**config.mk**
```make
export PLATFORM = sky130hd
export DESIGN_NAME = imem_dmem_arbiter
export DESIGN_NICKNAME = d
export VERILOG_FILES = /design/src/rtl/imem_dmem_arbiter.sv
export SDC_FILE = /design/constraint.sdc
export NUM_CORES = 1
export LEC_CHECK = 0
export BUFFER_PORTS_ARGS = -buffer_cell sky130_fd_sc_hd__buf_2
export CORE_MARGIN = 5
export CORE_UTILIZATION = 45
export DETAILED_ROUTE_END_ITERATION = 12
export PLACE_DENSITY = 0.8
export SLEW_MARGIN = 20
export SYNTH_ARGS = -nofsm -noshare
export SYNTH_HDL_FRONTEND = slang
export SYNTH_SLANG_ARGS = --single-unit
```
**constraint.sdc**
```tcl
create_clock -name clk -period 2.3 [get_ports clk]
set_input_delay 0.46 -clock clk [delete_from_list [all_inputs] [get_ports clk]]
set_output_delay 0.46 -clock clk [all_outputs]
set_load 0.02 [all_outputs]
```
**src/rtl/imem_dmem_arbiter.sv**
```systemverilog
// imem_dmem_arbiter
// Shares one single-ported unified memory between the instruction-fetch (IF)
// port and the load/store (LS) port. One memory transaction is in flight at a
// time. LS normally wins contention, but a starvation counter forces an IF
// grant after STARVE_LIMIT consecutive LS grants made while IF was waiting.
//
// Handshake rules (all ports):
//   - A requester raises xReq and holds it, with its fields, until xAck. The
//     fields are captured only at grant. Later changes to Addr/WData do not
//     affect the transaction in flight.
//   - xAck is a registered one-cycle pulse. xRData is valid in that cycle and
//     then holds its value. Requests are not sampled during the Ack cycle, so
//     the requester can drop Req or raise it again without a double issue.
//   - MemReq is held, with MemWE/MemAddr/MemWData stable, until an edge that
//     samples MemReady=1. That edge completes the transaction. MemReady is
//     ignored whenever no transaction is outstanding.
//   - An asynchronous reset abandons any transaction in flight. MemReq drops at
//     once and no Ack is produced.
// dbg_state and dbg_starve_cnt expose the controller state for observation.

module imem_dmem_arbiter #(
  parameter int AW           = 32,
  parameter int DW           = 32,
  parameter int STARVE_LIMIT = 4
) (
  input  logic          clk,
  input  logic          rst_n,
  // instruction-fetch port
  input  logic          IFReq,
  input  logic [AW-1:0] IFAddr,
  output logic          IFAck,
  output logic [DW-1:0] IFRData,
  output logic          IFStall,
  // load/store port
  input  logic          LSReq,
  input  logic          LSWE,
  input  logic [AW-1:0] LSAddr,
  input  logic [DW-1:0] LSWData,
  output logic          LSAck,
  output logic [DW-1:0] LSRData,
  output logic          LSStall,
  // memory side
  output logic          MemReq,
  output logic          MemWE,
  output logic [AW-1:0] MemAddr,
  output logic [DW-1:0] MemWData,
  input  logic [DW-1:0] MemRData,
  input  logic          MemReady,
  // observation
  output logic [1:0]    dbg_state,
  output logic [3:0]    dbg_starve_cnt
);

  typedef enum logic [1:0] {
    IDLE    = 2'd0,
    BUSY_IF = 2'd1,
    BUSY_LS = 2'd2,
    DONE    = 2'd3
  } state_t;

  localparam logic [3:0] LIMIT = 4'(STARVE_LIMIT);

  state_t        state, state_nxt;
  logic [3:0]    starve_cnt, starve_cnt_nxt;
  logic          mem_req_nxt, mem_we_nxt;
  logic [AW-1:0] mem_addr_nxt;
  logic [DW-1:0] mem_wdata_nxt;
  logic          if_ack_nxt, ls_ack_nxt;
  logic [DW-1:0] if_rdata_nxt, ls_rdata_nxt;

  // IF is forced ahead of LS only when both request and LS has used up its
  // run of consecutive grants.
  logic          if_forced;
  assign if_forced = IFReq && (starve_cnt == LIMIT);

  // Register the controller state and every registered output. Reset clears all of them.
  always_ff @(posedge clk or negedge rst_n) begin
    if (!rst_n) begin
      state      <= IDLE;
      starve_cnt <= 4'd0;
      MemReq     <= 1'b0;
      MemWE      <= 1'b0;
      MemAddr    <= '0;
      MemWData   <= '0;
      IFAck      <= 1'b0;
      LSAck      <= 1'b0;
      IFRData    <= '0;
      LSRData    <= '0;
    end else begin
      state      <= state_nxt;
      starve_cnt <= starve_cnt_nxt;
      MemReq     <= mem_req_nxt;
      MemWE      <= mem_we_nxt;
      MemAddr    <= mem_addr_nxt;
      MemWData   <= mem_wdata_nxt;
      IFAck      <= if_ack_nxt;
      LSAck      <= ls_ack_nxt;
      IFRData    <= if_rdata_nxt;
      LSRData    <= ls_rdata_nxt;
    end
  end

  // Next state, grant decision, memory-side capture and completion handling.
  always_comb begin
    state_nxt      = state;
    starve_cnt_nxt = starve_cnt;
    mem_req_nxt    = MemReq;
    mem_we_nxt     = MemWE;
    mem_addr_nxt   = MemAddr;
    mem_wdata_nxt  = MemWData;
    if_ack_nxt     = IFAck;
    ls_ack_nxt     = LSAck;
    if_rdata_nxt   = IFRData;
    ls_rdata_nxt   = LSRData;

    case (state)
      IDLE: begin
        if (LSReq && !if_forced) begin
          // LS grant. Count it against IF only when IF is actually waiting.
          state_nxt     = BUSY_LS;
          mem_req_nxt   = 1'b1;
          mem_we_nxt    = LSWE;
          mem_addr_nxt  = LSAddr;
          mem_wdata_nxt = LSWData;
          if (IFReq && (starve_cnt < LIMIT)) begin
            starve_cnt_nxt = starve_cnt + 4'd1;
          end
        end else if (IFReq) begin
          // IF grant. A fetch is always a read, and it resets the starvation run.
          state_nxt      = BUSY_IF;
          mem_req_nxt    = 1'b1;
          mem_we_nxt     = 1'b0;
          mem_addr_nxt   = IFAddr;
          mem_wdata_nxt  = '0;
          starve_cnt_nxt = 4'd0;
        end
      end

      BUSY_IF: begin
        if (MemReady) begin
          state_nxt    = DONE;
          mem_req_nxt  = 1'b0;
          mem_we_nxt   = 1'b0;
          if_ack_nxt   = 1'b1;
          if_rdata_nxt = MemRData;
        end
      end

      BUSY_LS: begin
        if (MemReady) begin
          state_nxt   = DONE;
          mem_req_nxt = 1'b0;
          mem_we_nxt  = 1'b0;
          ls_ack_nxt  = 1'b1;
          // A store returns no data, so LSRData keeps the last load result.
          if (!MemWE) begin
            ls_rdata_nxt = MemRData;
          end
        end
      end

      DONE: begin
        // This is the Ack cycle. Requests are deliberately not looked at here.
        state_nxt  = IDLE;
        if_ack_nxt = 1'b0;
        ls_ack_nxt = 1'b0;
      end

      default: begin
        state_nxt = IDLE;
      end
    endcase
  end

  // Stalls use the registered Ack, so the only combinational input path to them is Req.
  assign IFStall = IFReq & ~IFAck;
  assign LSStall = LSReq & ~LSAck;

  assign dbg_state      = state;
  assign dbg_starve_cnt = starve_cnt;

endmodule

```
; Word level (Yosys, flattened, before mapping)
; Index checks and enable logic that the tools add are counted.
[classes]
n_addsub = 1
muxes = 21
eq_ne = 9
reduce_logical = 18
order_cmp = 1
bitwise_logic = 5
[ops]
columns = cell, n
row1 = $mux 32, 4
row2 = $mux 4, 3
row3 = $reduce_and 2->1, 5
row4 = $reduce_and 3->1, 3
row5 = $pmux 1 s2, 4
row6 = $reduce_bool 2->1, 4
row7 = $mux 1, 6
row8 = $mux 2, 3
row9 = $pmux 2 s3, 1
row10 = $add 4x1->4 const B, 1
row11 = $eq 2x2->1 const B, 2
row12 = $eq 4x3->1 const B, 1
row13 = $lt 4x3->1 const B, 1
row14 = $ne 2x1->1 const B, 2
row15 = $ne 2x2->1 const B, 2
row16 = $logic_and 1x1->1, 3
row17 = $ne 3x3->1 const B, 1
row18 = $not 1->1, 3
row19 = $and 1x1->1, 2
row20 = $eq 2x1->1 const B, 1
row21 = $logic_not 2->1, 1
row22 = $reduce_or 2->1, 1
row23 = $logic_not 1->1, 1
[totals]
ff_bits = 138
inputBits = 134
word_cells = 65

; Longest topological paths before layout
[logic_depth]
word_depth = 6
depth_mapped = 8

; Worst setup path after synthesis
; Ideal clock, no wire load.
[synth_path]
path_type = register -> register
from = reg state[0], in the netlist dbg_state[0]
to = reg MemWE
period_less_slack_ns = 1.920
setup_slack_ns = 0.380
stages_incl_launch_ff = 7
required_ns = 2.175
n_path_buf = 0
setup_ns = 0.125
t_arrival_ns = 1.796
path_cell_list = dfrtp_1 > inv_1 > ha_1 > nor2b_1 > a21oi_1 > and2b_1 > mux2_2
[synth_between]
elab_chain_cells = 4
[synth_lines]
columns = item, line_no
row1 = start: declaration, 63  ; state_t state, state_nxt;
row2 = start signal: assignment, 90  ; state <= state_nxt;
row3 = $eq 2x2->1 / $eq 2x1->1 (equally long branches), 116  ; case (state)
row4 = $reduce_or 2->1 (no line), --
row5 = $ne 2x1->1 (no line) / $reduce_bool 2->1 (equally long branches), --
row6 = $reduce_and 3->1 (no line), --
row7 = end signal: assignment, 93  ; MemWE <= mem_we_nxt;
row8 = end: declaration, 44  ; output logic MemWE,
; Parallel ways exist; a longest one is shown, timed or not.
; A chain may end at the register's enable or synchronous reset.

; Worst setup path in the final report
[layout_path]
from = reg state[1], in the netlist dbg_state[1]
to = reg MemWE
; Same word-level chain as after synthesis.

==> reports/metrics.csv <==
metric,value,unit
RSZ-0062 raised after global routing,false,
DR WL/cell,16.14,um
"top cells by count, synth","dfrtp_1 (138), nand2_1 (101), a21oi_1 (68)",
Final Hold Fails,0,
NumNets Final,918,
Detail Placement HPWL,11100,um
fmax,0.5088,GHz
Top-Level Pins,274,
TritonCTS clock tree,done,
total clock sinks,138,
syn_area_per_cell,11.15,um^2
Rel. slew slack,0.5026,
Post-synth ARST share,1.000,
first-pass GRT wire length,23610,um
"Top FF cell, synth",dfrtp_1,
Die Ht,122.1,um
number of global-route vias before repair,4686,
Max-Cap Viols,0,
largest net degree at the start of global routing,79,
Die ar.,14910,um^2
crit path DAT,2260,ps
Setup crit start kind,flip-flop,
Clock H-tree levels,4,
ant diodes,0,
TritonRoute pass-1 iters,4,
Die Wd,122.1,um
Synth-to-Final Area Change,38.06,%
antenna violations before repair,1,
"FF+latch count, synth",138,
Post-CTS Resized,0,
grt ovf,0,
final wirelength,15520,um
Least-Margin Pin Slew,743.2,ps
Port Buf Inserts,273,
hold bufs inserted after CTS,1,
period utilization,0.8545,
worst-skew pair later-pin latency,410,ps
VDD IR max,625.2,uV
Post-CTS Setup Inserts,0,
CTS Root Cell,clkbuf_16,
Synthesized Nets,647,
clk_skew,7.520,ps
fraction of layout cells with a size suffix above 1,0.4848,
Pleak,4.088,nW
"count leader, synth",dfrtp_1,
vias,4703,
total power,12.45,mW
ranking of synthesized cells by area,"dfrtp_1 (61%), mux2_2 (13%), nand2_1 (6.7%)",
Vias/cell,4.889,
core area,12470,um^2
GRT Total Usage,0.2036,
final setup violation count,0,
Crit Path Class,flip-flop to flip-flop,
final slew viol count,0,
CP endpoint kind,flip-flop,
Worst Path Required,2590,ps
Worst Hold Class,input port to flip-flop,
yosys synthesis warning count,0,
setup TNS,0,ps
# rows,41,
Max Root-Sink Buffers,2,
final critical-path required period,1965,ps
ANT nets after route,0,
Post-synth EDFFs,0,
initial DRC count,332,
CP Max Fanout,5,
number of library cell types mapped by synthesis,26,
DRC viols,0,
outcome,"finished, final reports clean",
Synth top area share,0.6108,
Synth Cell Area,5654,um^2
GP Congestion,0.8138,
largest area contributor in the netlist,dfrtp_1,
P per Cell Area,1595,nW/um^2
Num CTS Buffers,17,
Initial Util,0.4536,
sequential element share of the synthesized area,0.6108,
"Reg clk slew, reported paths",60,ps
Post-Syn Instances,507,
-- flip-flops by register name, indices dropped and copies added, names as in the netlist --
signal,cells
dbg_state,2
dbg_starve_cnt,4
LSAck,1
MemAddr,32
IFAck,1
MemWData,32
MemReq,1
IFRData,32
MemWE,1
LSRData,32
-- metrics by stage --
stage | std cells | hold slack, ps | setup WS (ps) | cell area (um^2) | util
6_report | 962 | 263.4 | 334.5 | 7806 | 0.6262
5_1_grt | 962 | 261.9 | 229.0 | 7806 | 0.6262
4_1_cts | 962 | 251.5 | 343.3 | 7806 | 0.6262
3_5_place_dp | 930 | 379.1 | 356.8 | 7198 | 0.5774
3_3_place_gp | 930 | 376.9 | 463.6 | 7198 | 0.5774
2_1_floorplan | 507 | 164.4 | 379.5 | 5654 | -
-- cell families after synthesis --
group / Yosys count / share of synthesized area
DFF: 138 / 0.6108
AOI/OAI and AO/OA: 75 / 0.06838
adders and majority gates: 6 / 0.01328
buffers and inverters: 37 / 0.03474
muxes: 69 / 0.1368
and+or+nand+nor: 182 / 0.1361
-- power breakdown --
group / switching, mW / leakage [nW] / internal, mW
logic: 3.37 / 2.13 / 2.04
registers: 0.649 / 1.66 / 3.66
clock network: 1.04 / 0.295 / 1.71
total: 5.05 / 4.09 / 7.40
-- layer usage --
metal	global-route usage	share of wire	vias up
met5	0	0.00084	-
met4	0.07768	0.020	2
met1	0.2384	0.39	2230
li1	-	-	2250
met2	0.3484	0.51	198
met3	0.06639	0.088	23
-- worst max-delay path, stage by stage (launching register included) --
cell	delay (ps)
dfrtp_1	410
inv_1	90
ha_1	330
nor2b_1	150
a21oi_1	300
and2b_1	230
mux2_2	330
-- layout by cell type, fill, tap and decap left out, types with 2 or more instances in the layout --
cell | synthesis | final
nor2_1 | 35 | 35
clkinv_4 | 0 | 4
bufinv_16 | 0 | 3
ha_1 | 6 | 6
a21oi_1 | 68 | 68
inv_1 | 5 | 5
buf_12 | 0 | 4
nand4b_1 | 2 | 2
o21ai_0 | 2 | 2
mux2_2 | 66 | 66
buf_2 | 20 | 272
dfrtp_1 | 138 | 138
clkbuf_16 | 0 | 17
nand2_1 | 101 | 101
nand3_1 | 33 | 33
clkinv_2 | 0 | 4
mux2i_1 | 3 | 3
nor2b_1 | 4 | 4
buf_4 | 4 | 6
o22ai_1 | 3 | 3
-- final cells by class --
type	count	area [um^2]
Sequential cell	138	3453
Timing Repair Buffer	284	1508
Fill cell	1018	4659
Multi-Input combinational cell	332	2013
Clock buffer	17	425.4
Tap cell	172	215.2
Inverter	5	18.77
Clock inverter	14	172.7
-- final timing paths --
path	startpoint	end	slack, ps	depth (start not counted)
min in group asynchronous	rst_n	MemWData[8]$_DFFE_PN0P_	510	2
worst min-delay path	LSWData[8]	MemWData[8]$_DFFE_PN0P_	260	3
worst max-delay path	dbg_state[1]$_DFFE_PN0P_	MemWE$_DFFE_PN0P_	330	6
max in group asynchronous	rst_n	LSRData[29]$_DFFE_PN0P_	1070	3
worst min register to register	MemWData[14]$_DFFE_PN0P_	MemWData[14]$_DFFE_PN0P_	460	2
worst max register to register	dbg_state[1]$_DFFE_PN0P_	MemWE$_DFFE_PN0P_	330	6
Power figures use the tool's default switching activity.
